$ cat src/rtl/motor_pwm_ramp.sv
// -----------------------------------------------------------------------------
// motor_pwm_ramp
//
// Multi-channel H-bridge motor driver. A shared prescaled PWM counter drives
// every channel. Each channel soft-ramps its duty toward a commanded target
// and performs safe direction reversals: ramp to zero, dead time, switch
// direction, ramp back up.
//
// Optional feature macro: MOTOR_BRAKE_EN
//   defined   : dead time actively brakes (IN pair = 2'b11, EN = 1)
//   undefined : dead time coasts (IN pair = 2'b00, EN = 0)
//
// Ports (top):
//   clk        system clock
//   rst_n      synchronous reset, active-low
//   cmd_valid  command strobe
//   cmd_ready  command accept (1 in every cycle after reset is released)
//   cmd_ch     target channel; values >= CHANNELS are accepted and dropped
//   cmd_en     1 = run, 0 = stop
//   cmd_dir    1 = forward, 0 = reverse
//   cmd_duty   target duty
//   IN         bridge inputs, channel c on IN[2c+1:2c] (fwd 10, rev 01)
//   EN         PWM enable per channel
//   busy       channel ramping or in a reversal
// -----------------------------------------------------------------------------

// Per-channel ramp / reversal controller.
//   clk, rst_n  clock and synchronous active-low reset
//   wrap        shared PWM counter wraps this cycle (duty steps happen here)
//   cnt         shared PWM counter value
//   wr          write this channel's targets (wr_en / wr_dir / wr_duty)
//   bridge      registered IN pair for this channel
//   en          registered PWM enable
//   busy        registered busy flag
module motor_pwm_ramp_ch #(
   parameter int DUTY_W       = 8,
   parameter int RAMP_STEP    = 4,
   parameter int DEAD_PERIODS = 2
) (
   input  logic              clk,
   input  logic              rst_n,
   input  logic              wrap,
   input  logic [DUTY_W-1:0] cnt,
   input  logic              wr,
   input  logic              wr_en,
   input  logic              wr_dir,
   input  logic [DUTY_W-1:0] wr_duty,
   output logic [1:0]        bridge,
   output logic              en,
   output logic              busy
);

   localparam int DCW = (DEAD_PERIODS > 1) ? $clog2(DEAD_PERIODS) : 1;
   localparam logic [DCW-1:0] DEAD_LAST = DCW'(DEAD_PERIODS - 1);

   typedef enum logic [1:0] {
      ST_STOP      = 2'd0,
      ST_RUN       = 2'd1,
      ST_RAMP_DOWN = 2'd2,
      ST_DEAD      = 2'd3
   } state_t;

   state_t            state;
   logic [DUTY_W-1:0] cur_duty;
   logic              cur_dir;
   logic              tgt_en;
   logic              tgt_dir;
   logic [DUTY_W-1:0] tgt_duty;
   logic [DCW-1:0]    dead_cnt;

   // Target asks the motor to stop or turn around: ramp toward zero first.
   logic leave;
   assign leave = !tgt_en || (tgt_dir != cur_dir);

   // Move cur toward tgt by at most RAMP_STEP, landing exactly on tgt.
   // Done in 32-bit so large RAMP_STEP values can never wrap the duty.
   function automatic logic [DUTY_W-1:0] step_to(input logic [DUTY_W-1:0] cur,
                                                 input logic [DUTY_W-1:0] tgt);
      int unsigned c;
      int unsigned t;
      c = 32'(cur);
      t = 32'(tgt);
      if (c < t)
         return ((t - c) <= RAMP_STEP) ? tgt : DUTY_W'(c + RAMP_STEP);
      else if (c > t)
         return ((c - t) <= RAMP_STEP) ? tgt : DUTY_W'(c - RAMP_STEP);
      return cur;
   endfunction

   always_ff @(posedge clk) begin
      if (!rst_n) begin
         state    <= ST_STOP;
         cur_duty <= '0;
         cur_dir  <= 1'b1;
         tgt_en   <= 1'b0;
         tgt_dir  <= 1'b1;
         tgt_duty <= '0;
         dead_cnt <= '0;
         bridge   <= 2'b00;
         en       <= 1'b0;
         busy     <= 1'b0;
      end else begin
         // Targets: the state logic below still sees the old values this
         // cycle, so a command colliding with a wrap steps on the old target.
         if (wr) begin
            tgt_en   <= wr_en;
            tgt_dir  <= wr_dir;
            tgt_duty <= wr_duty;
         end

         // Registered outputs, derived from this cycle's state / cnt / duty.
         case (state)
            ST_RUN, ST_RAMP_DOWN: begin
               bridge <= cur_dir ? 2'b10 : 2'b01;
               en     <= (cnt < cur_duty);
            end
            ST_DEAD: begin
`ifdef MOTOR_BRAKE_EN
               bridge <= 2'b11;
               en     <= 1'b1;
`else
               bridge <= 2'b00;
               en     <= 1'b0;
`endif
            end
            default: begin
               bridge <= 2'b00;
               en     <= 1'b0;
            end
         endcase
         busy <= (state == ST_RAMP_DOWN) || (state == ST_DEAD) ||
                 ((state == ST_RUN) && (cur_duty != tgt_duty));

         case (state)
            ST_STOP: begin
               cur_duty <= '0;
               if (tgt_en) begin
                  cur_dir <= tgt_dir;
                  state   <= ST_RUN;
               end
            end

            ST_RUN: begin
               if (leave) begin
                  if (cur_duty == '0) begin
                     // Nothing to ramp down: go straight to the exit.
                     if (!tgt_en) begin
                        state <= ST_STOP;
                     end else begin
                        state    <= ST_DEAD;
                        dead_cnt <= '0;
                     end
                  end else begin
                     state <= ST_RAMP_DOWN;
                     if (wrap)
                        cur_duty <= step_to(cur_duty, '0);
                  end
               end else if (wrap) begin
                  cur_duty <= step_to(cur_duty, tgt_duty);
               end
            end

            ST_RAMP_DOWN: begin
               // Targets are only re-evaluated once the duty reaches zero.
               if (cur_duty == '0) begin
                  if (!tgt_en) begin
                     state <= ST_STOP;
                  end else if (tgt_dir != cur_dir) begin
                     state    <= ST_DEAD;
                     dead_cnt <= '0;
                  end else begin
                     state <= ST_RUN;
                  end
               end else if (wrap) begin
                  cur_duty <= step_to(cur_duty, '0);
               end
            end

            default: begin // ST_DEAD
               // Counts wraps seen while already in DEAD; the entry wrap
               // (if any) does not count.
               if (wrap) begin
                  if (dead_cnt == DEAD_LAST) begin
                     cur_dir <= tgt_dir;
                     state   <= tgt_en ? ST_RUN : ST_STOP;
                  end else begin
                     dead_cnt <= dead_cnt + 1'b1;
                  end
               end
            end
         endcase
      end
   end

endmodule

module motor_pwm_ramp #(
   parameter int CHANNELS     = 2,
   parameter int DUTY_W       = 8,
   parameter int PRESCALE     = 4,
   parameter int RAMP_STEP    = 4,
   parameter int DEAD_PERIODS = 2
) (
   input  logic                  clk,
   input  logic                  rst_n,
   input  logic                  cmd_valid,
   output logic                  cmd_ready,
   input  logic [2:0]            cmd_ch,
   input  logic                  cmd_en,
   input  logic                  cmd_dir,
   input  logic [DUTY_W-1:0]     cmd_duty,
   output logic [2*CHANNELS-1:0] IN,
   output logic [CHANNELS-1:0]   EN,
   output logic [CHANNELS-1:0]   busy
);

   localparam int PW = (PRESCALE > 1) ? $clog2(PRESCALE) : 1;
   localparam logic [PW-1:0] PRE_LAST = PW'(PRESCALE - 1);

   logic [PW-1:0]     presc;
   logic [DUTY_W-1:0] cnt;
   logic              tick;
   logic              wrap;
   logic              accept;

   assign tick   = (presc == PRE_LAST);
   assign wrap   = tick && (cnt == '1);
   assign accept = cmd_valid && cmd_ready;

   always_ff @(posedge clk) begin
      if (!rst_n) begin
         presc     <= '0;
         cnt       <= '0;
         cmd_ready <= 1'b0;
      end else begin
         cmd_ready <= 1'b1;
         presc     <= tick ? '0 : presc + 1'b1;
         if (tick)
            cnt <= cnt + 1'b1;
      end
   end

   logic [CHANNELS-1:0][1:0] bridge;
   assign IN = bridge;

   for (genvar c = 0; c < CHANNELS; c++) begin : g_ch
      motor_pwm_ramp_ch #(
         .DUTY_W       (DUTY_W),
         .RAMP_STEP    (RAMP_STEP),
         .DEAD_PERIODS (DEAD_PERIODS)
      ) u_ch (
         .clk     (clk),
         .rst_n   (rst_n),
         .wrap    (wrap),
         .cnt     (cnt),
         .wr      (accept && (cmd_ch == 3'(c))),
         .wr_en   (cmd_en),
         .wr_dir  (cmd_dir),
         .wr_duty (cmd_duty),
         .bridge  (bridge[c]),
         .en      (EN[c]),
         .busy    (busy[c])
      );
   end

endmodule

$ cat config.mk
export PLATFORM = sky130hd
export DESIGN_NAME = motor_pwm_ramp
export DESIGN_NICKNAME = d
export VERILOG_FILES = /design/src/rtl/motor_pwm_ramp.sv
export SDC_FILE = /design/constraint.sdc
export NUM_CORES = 1
export LEC_CHECK = 0
export CORE_UTILIZATION = 35
export CTS_CLUSTER_DIAMETER = 50
export CTS_CLUSTER_SIZE = 40
export DETAILED_ROUTE_END_ITERATION = 8
export HOLD_SLACK_MARGIN = 0.15
export PLACE_DENSITY_LB_ADDON = 0.25
export REMOVE_ABC_BUFFERS = 1
export SLEW_MARGIN = 0
export SYNTH_ARGS = -nofsm -noshare
export SYNTH_HDL_FRONTEND = slang
export SYNTH_HIERARCHICAL = 1
export SYNTH_SLANG_ARGS = --single-unit
$ cat constraint.sdc
create_clock -name clk -period 3.5 [get_ports clk]
set_input_delay 0.7 -clock clk [delete_from_list [all_inputs] [get_ports clk]]
set_output_delay 0.7 -clock clk [all_outputs]
set_load 0.1 [all_outputs]
==> results.yml <==
timing:
  whs_ns: 0.4222
  final.setup.tns_ns: 0
  setup_viol: 0
  max_slew_margin: 0.3531
  period_share: 0.9223
  setup_slack_ns: 0.2719
  finalHoldViolCount: 0
  max_freq_mhz: 309.8
  finalClockSkew_ns: 0.005320
  rsz0062_at_grt: "no"
  period_needed_ns: 3.228
  worst_pin_slew_ns: 0.9672
  slew_viol_final: 0
synth:
  yosys-mux-area-fraction: 0.04785
  ys_warn_count: 6
  netlist_area_um2: 5492
  synth-main-ff-cell: "dfxtp_1"
  ys_seq_area_frac: 0.2297
  synth_edf_count: 0
  synth-simple-area-share: 0.2354
  yosys_register_bits: 63
  ys_types: 84
  synthArstFlopShare: 0
  syn_area_per_cell_um2: 8.221
  synth-compound-area-share: 0.2340
  syn_inst: 668
  synth_fa_ha_area_frac: 0.1458
  synth_top_family_by_area: "simple AND/OR/NAND/NOR gates"
  synth-xor-area-share: 0.04625
clocking:
  cts_inserted_buffers: 9
  max-clock-path-buffers: 2
  insertion_delay_ns: 0.33
  clk_pin_slew_ns: 0.05
  cts_htree_levels: 3
  cts-resized-gates: 0
  cts_sinks: 63
  cts_setup_buffers: 0
  cts_hold_buffers: 0
  clk_root_buffer_cell: "clkbuf_16"
  tritoncts: "yes"
placed_design:
  place_ws_ns: 0.2613
  gp_congestion: 0.9181
  io_buffers: 24
  post-dp-hpwl_um: 11520
worst_hold_path:
  hold_class: "flop to flop"
  hp-start: "presc[0]"
die:
  coreArea_um2: 15260
  die_area_um2: 16200
  fp.dieW_um: 127.3
  rows: 45
  die_h_um: 127.3
  start_util: 0.3599
  ioPinCount: 25
drt:
  wire_per_inst_um: 16.28
  drt-pass1-iter-count: 5
  drtAntennaViolNets: 0
  drc_errors: 0
  vias_per_cell: 5.388
  totalWireLength_um: 14730
  first_iter_violations: 273
  num_vias: 4876
pwr:
  powerDensity_nw_per_um2: 292.2
  p_leak_nw: 2.405
  irDropWorstVdd_mv: 0.2193
grt:
  grt_max_degree: 23
  grt_pass1_vias: 4724
  gr-total-overflow: 0
  antenna_found_initial: 0
  grt_first_pass_wirelength_um: 24470
  grt_util_all_layers: 0.1916
layout:
  final_layout_size_suffix_gt1_frac: 0.08501
  mostFrequentLayoutCells: "63 x ha_1, 63 x dfxtp_1, 56 x nor2_1"
  areaGrowthSynthToFinish_pct: 13.74
  fill_cells: 1553
  diodes: 0
  nets: 769
critical_path:
  path_class: "flop to flop"
  r2r-start: "g_ch[0].u_ch/cur_duty[4]"
  arrival_ns: 3.44
  startpoint_type: "flop"
  endpoint_kind: "flop"
  reg2regPathDepth: 9
  reg2reg_slack_ns: 0.27
  crit_end: "g_ch[0].u_ch/cur_duty[2]"
  critPathRequiredTime_ns: 3.71
  timing.rr.end: "g_ch[0].u_ch/cur_duty[2]"
  critPathMaxFanout: 12
  startpoint: "g_ch[0].u_ch/cur_duty[4]"
status:
  status: "completed"
job:
  maxCapViolations: 0
-- synthesized netlist by cell type (all sizes together), types with 4 or more instances --
cell type | count | area (µm²)
a31oi | 4 | 40.04
inv | 50 | 187.7
nor3 | 13 | 65.06
clkbuf | 11 | 41.29
xor2 | 6 | 52.55
a221oi | 8 | 82.58
a211oi | 8 | 60.06
o21a | 10 | 75.07
a21o | 17 | 127.6
o31ai | 7 | 57.55
nor3b | 4 | 30.03
buf | 15 | 106.3
a21boi | 4 | 30.03
nor2 | 58 | 222.7
and3 | 8 | 51.30
nand2b | 8 | 50.05
ha | 64 | 800.8
nand2 | 53 | 201.5
o21ai | 34 | 177.7
xnor2 | 23 | 201.4
nor4 | 10 | 126.4
nor2b | 15 | 101.3
mux2i | 24 | 240.2
a32o | 5 | 52.55
nand3 | 23 | 140.1
o211ai | 6 | 50.05
o211a | 4 | 40.04
nand4 | 7 | 43.79
a21oi | 41 | 205.2
dfxtp | 63 | 1261
and2 | 13 | 83.83
-- state kept, by name (all words and copies together) (netlist names) --
| register | count |
|---|---|
| g_ch.u_ch/state | 4 |
| g_ch.u_ch/bridge | 4 |
| g_ch.u_ch/cur_dir | 2 |
| cmd_ready | 1 |
| cnt | 8 |
| g_ch.u_ch/tgt_en | 2 |
| g_ch.u_ch/dead_cnt | 2 |
| g_ch.u_ch/cur_duty | 16 |
| g_ch.u_ch/en | 2 |
| presc | 2 |
| g_ch.u_ch/busy | 2 |
| g_ch.u_ch/tgt_dir | 2 |
| g_ch.u_ch/tgt_duty | 16 |
-- power breakdown --
part | internal [mW] | total [mW] | leakage [nW] | switching, mW
registers | 0.726 | 0.735 | 0.509 | 0.00881
clock network | 0.570 | 0.884 | 0.140 | 0.314
logic | 0.0830 | 0.206 | 1.76 | 0.123
total | 1.38 | 1.82 | 2.40 | 0.446
-- kinds of logic after synthesis --
family | Yosys count
simple gates | 233
compound gates | 177
buf+inv | 76
fa+ha+maj | 64
flops | 63
xor+xnor | 29
mux | 26
-- stage by stage --
step / util / power [mW] / instances / instance area, µm²
6_report: 0.4093 / 1.825 / 905 / 6246
5_1_grt: 0.4093 / 1.894 / 905 / 6246
4_1_cts: 0.4092 / 1.846 / 905 / 6243
3_5_place_dp: 0.3900 / 0.9529 / 889 / 5951
3_3_place_gp: 0.3900 / 0.9511 / 889 / 5951
2_1_floorplan: - / 0.8824 / 642 / 5344
-- per-layer routing --
metal / up-vias / track usage / part of all wire
li1: 2446 / - / -
met1: 2313 / 0.2340 / 0.46
met2: 98 / 0.3369 / 0.49
met3: 19 / 0.03434 / 0.031
met4: 0 / 0.06653 / 0.018
met5: - / 0 / 0
-- critical path, stage by stage, from the launching register on --
cell and delay, ns:
dfxtp_1 0.54, inv_1 0.16, ha_1 0.53, nand2_1 0.15, nor4_1 0.49, nand3_1 0.15, o211ai_2 0.41, nor3_1 0.13
and2_1 0.22, a221o_1 0.34
-- layout make-up --
class / instances / area, µm² / area share
flip-flops and latches: 63 / 1261 / 0.2019
inverters: 50 / 187.7 / 0.03005
repair buffers: 36 / 330.3 / 0.05288
clock inverters: 3 / 42.54 / 0.006811
well taps: 211 / 264.0 / 0.04227
clock buffers: 13 / 250.2 / 0.04006
multi-input cells: 529 / 3910 / 0.6260
-- worst min-delay path by stage --
stage | end | slack, ns | cells past startpoint
final | presc[0] | 0.42 | 1
after global routing | presc[0] | 0.45 | 1
after CTS | presc[0] | 0.43 | 1
after detailed placement | presc[0] | 0.42 | 1
after global placement | presc[0] | 0.41 | 1
after floorplan | presc[0] | 0.40 | 1
Power figures use the tool's default switching activity.
==> patch: new RTL, config.mk and constraints unchanged <==
Add a define of `MOTOR_BRAKE_EN`.
--- a/src/rtl/motor_pwm_ramp.sv
+++ b/src/rtl/motor_pwm_ramp.sv
@@ -34,2 +34,4 @@
 //   busy        registered busy flag
+`define MOTOR_BRAKE_EN
+
 module motor_pwm_ramp_ch #(
Function: same outputs for any inputs over 4 cycles, from zero or initial values and one cycle with rst_n low; that may be too few to reach the edited logic, so the function may still have changed.
==> patch against the unedited design <==
Highest routed layer unchanged. Sequential share of layout area is 0.24 points lower. Final area up 1.2%. Worst setup slack lost 0.11 ns. Critical endpoint is now g_ch[1].u_ch/cur_duty[1]$_SDFFE_PN0P_. Via count increased by 5.4%. Global-route usage increased by 0.67 points. Sequential cell count stayed put. Die area fell by 0.27%. Power grew 3.9%. Area after synthesis fell by 0.27%. Routed wire length increased by 6.0%. Non-clock buffer count rose by 12. Critical path type unchanged.
==> patch: results (changes against the unedited design) <==
stage;metric;value;unit;change
final_layout;n_all_buffers;48;;+33%
power;ir_worst_vdd;0.000200;V;-9.0%
grt;grt_use_met3;3.85;%;+0.42 points
logic_synthesis;yosys.area_share.adder;14.6;%;+0.040 points
route;vias;5138;;+5.4%
final_layout;n_fill_cell;1539;;-0.90%
grt;grt_pass1_vias;4812;;+1.9%
final_layout;multi_input_area_share;61.0;%;-1.6 points
cts;clk_pin_slew_worst_paths;0.06;ns;
power;pwr-share-clk;47.7;%;-0.7 points
grt;met2_usage;31.0;%;-2.7 points
final_layout;top_regs;g_ch.u_ch/cur_duty x16, g_ch.u_ch/tgt_duty x16, cnt x8;;
final_layout;multi_input_gates;531;;+0.38%
route;routed_wl;15.6;mm;+6.0%
final_layout;non_clock_buffer_area_share;6.65;%;+1.4 points
placement;port_buffers;24;;unchanged
logic_synthesis;synth-xor-area-share;3.84;%;-0.79 points
final_layout;seq_share;20.0;%;-0.24 points
critical_path;ff2ff_path_depth;10;;+1
grt;grt_pass1_wl;25.3;mm;+3.2%
critical_path;critPathMaxStageDelay;0.51;ns;-0.03 ns
placement;dp_hpwl;12.1;mm;+5.2%
power;netSwitchingFraction;26.1;%;+1.7 points
final_layout;n_clock_buffer;10;;-3
critical_path;crit_path_top_delay_cell;or4_1;;
logic_synthesis;yosysSeqAreaShare;23.0;%;+0.063 points
critical_path;crit_path_max_fanout;6;;-6
grt;grt_usage;19.8;%;+0.67 points
logic_synthesis;synth_common_cells;ha_1, dfxtp_1, inv_1;;
placement;postPlaceCellArea;0.00602;mm2;+1.2%
route;drt_iter0_drc;517;;+89%
logic_synthesis;synth-compound-area-share;25.2;%;+1.8 points
critical_path;cp.arrival;3.54;ns;+0.10 ns
power;power.leakage;2.50;nW;+3.9%
floorplan;dieArea;0.0162;mm2;-0.27%
outcome;outcome;finished, final reports clean;;
cts;post_cts_buffers;0;;unchanged
power;p_switching;0.495;mW;+11%
placement;gp_routability_congestion;0.961;;+4.7%
final_layout;seq_cell_count;63;;unchanged
cts;clock_latency;0.33;ns;about the same
final_layout;inverters;59;;+18%
route;firstDrtPassIters;5;;unchanged
placement;post-place-ws;0.181;ns;-0.0807 ns
logic_synthesis;synth_cell_type_count;78;;-7.1%
cts;cts-htree-levels;3;;unchanged
final_layout;final_layout_size_suffix_gt1_share;8.93;%;+0.42 points
power;pg_seq;0.735;mW;about the same
sta;max_slew_margin;35.4;%;+0.043 points
final_layout;nNetsFinal;792;;+3.0%
grt;grt_use_met1;27.6;%;+4.2 points
final_layout;final_util;41.4;%;+0.49 points
logic_synthesis;synthCells;687;;+2.8%
route;viasPerCell;5.54;;+2.8%
logic_synthesis;synthMuxAreaShare;5.14;%;+0.36 points
placement;dp.cells;912;;+2.6%
logic_synthesis;synth.area.top_cells;dfxtp_1, ha_1, mux2i_1;;
final_layout;clock_tree_area_fraction;4.73;%;+0.043 points
sta;skew;0.00825;ns;+0.00293 ns
## patch: cell types whose count changed after synthesis, sizes merged, moves of 5 or more
| cell | delta |
|---|---|
| nand2 | -6 |
| buf | -9 |
| inv | +9 |
| a211oi | +7 |
| clkbuf | +17 |
| and4 | +5 |
| a221oi | -6 |
## patch: final timing paths
| check | start | to | slack (ns) |
|---|---|---|---|
| max | g_ch[1].u_ch/cur_duty[2]$_SDFFE_PN0P_ | g_ch[1].u_ch/cur_duty[1]$_SDFFE_PN0P_ | 0.16 |
| min | presc[0]$_SDFF_PP0_ | presc[0]$_SDFF_PP0_ | 0.42 |
| max reg2reg | g_ch[1].u_ch/cur_duty[2]$_SDFFE_PN0P_ | g_ch[1].u_ch/cur_duty[1]$_SDFFE_PN0P_ | 0.16 |
| min reg2reg | presc[0]$_SDFF_PP0_ | presc[0]$_SDFF_PP0_ | 0.42 |
## patch: metal layers
layer	vias to the layer above	routed length (um)
li1	2535	-
met1	2400	7510
met2	174	6840
met3	29	980
met4	0	286
met5	-	0
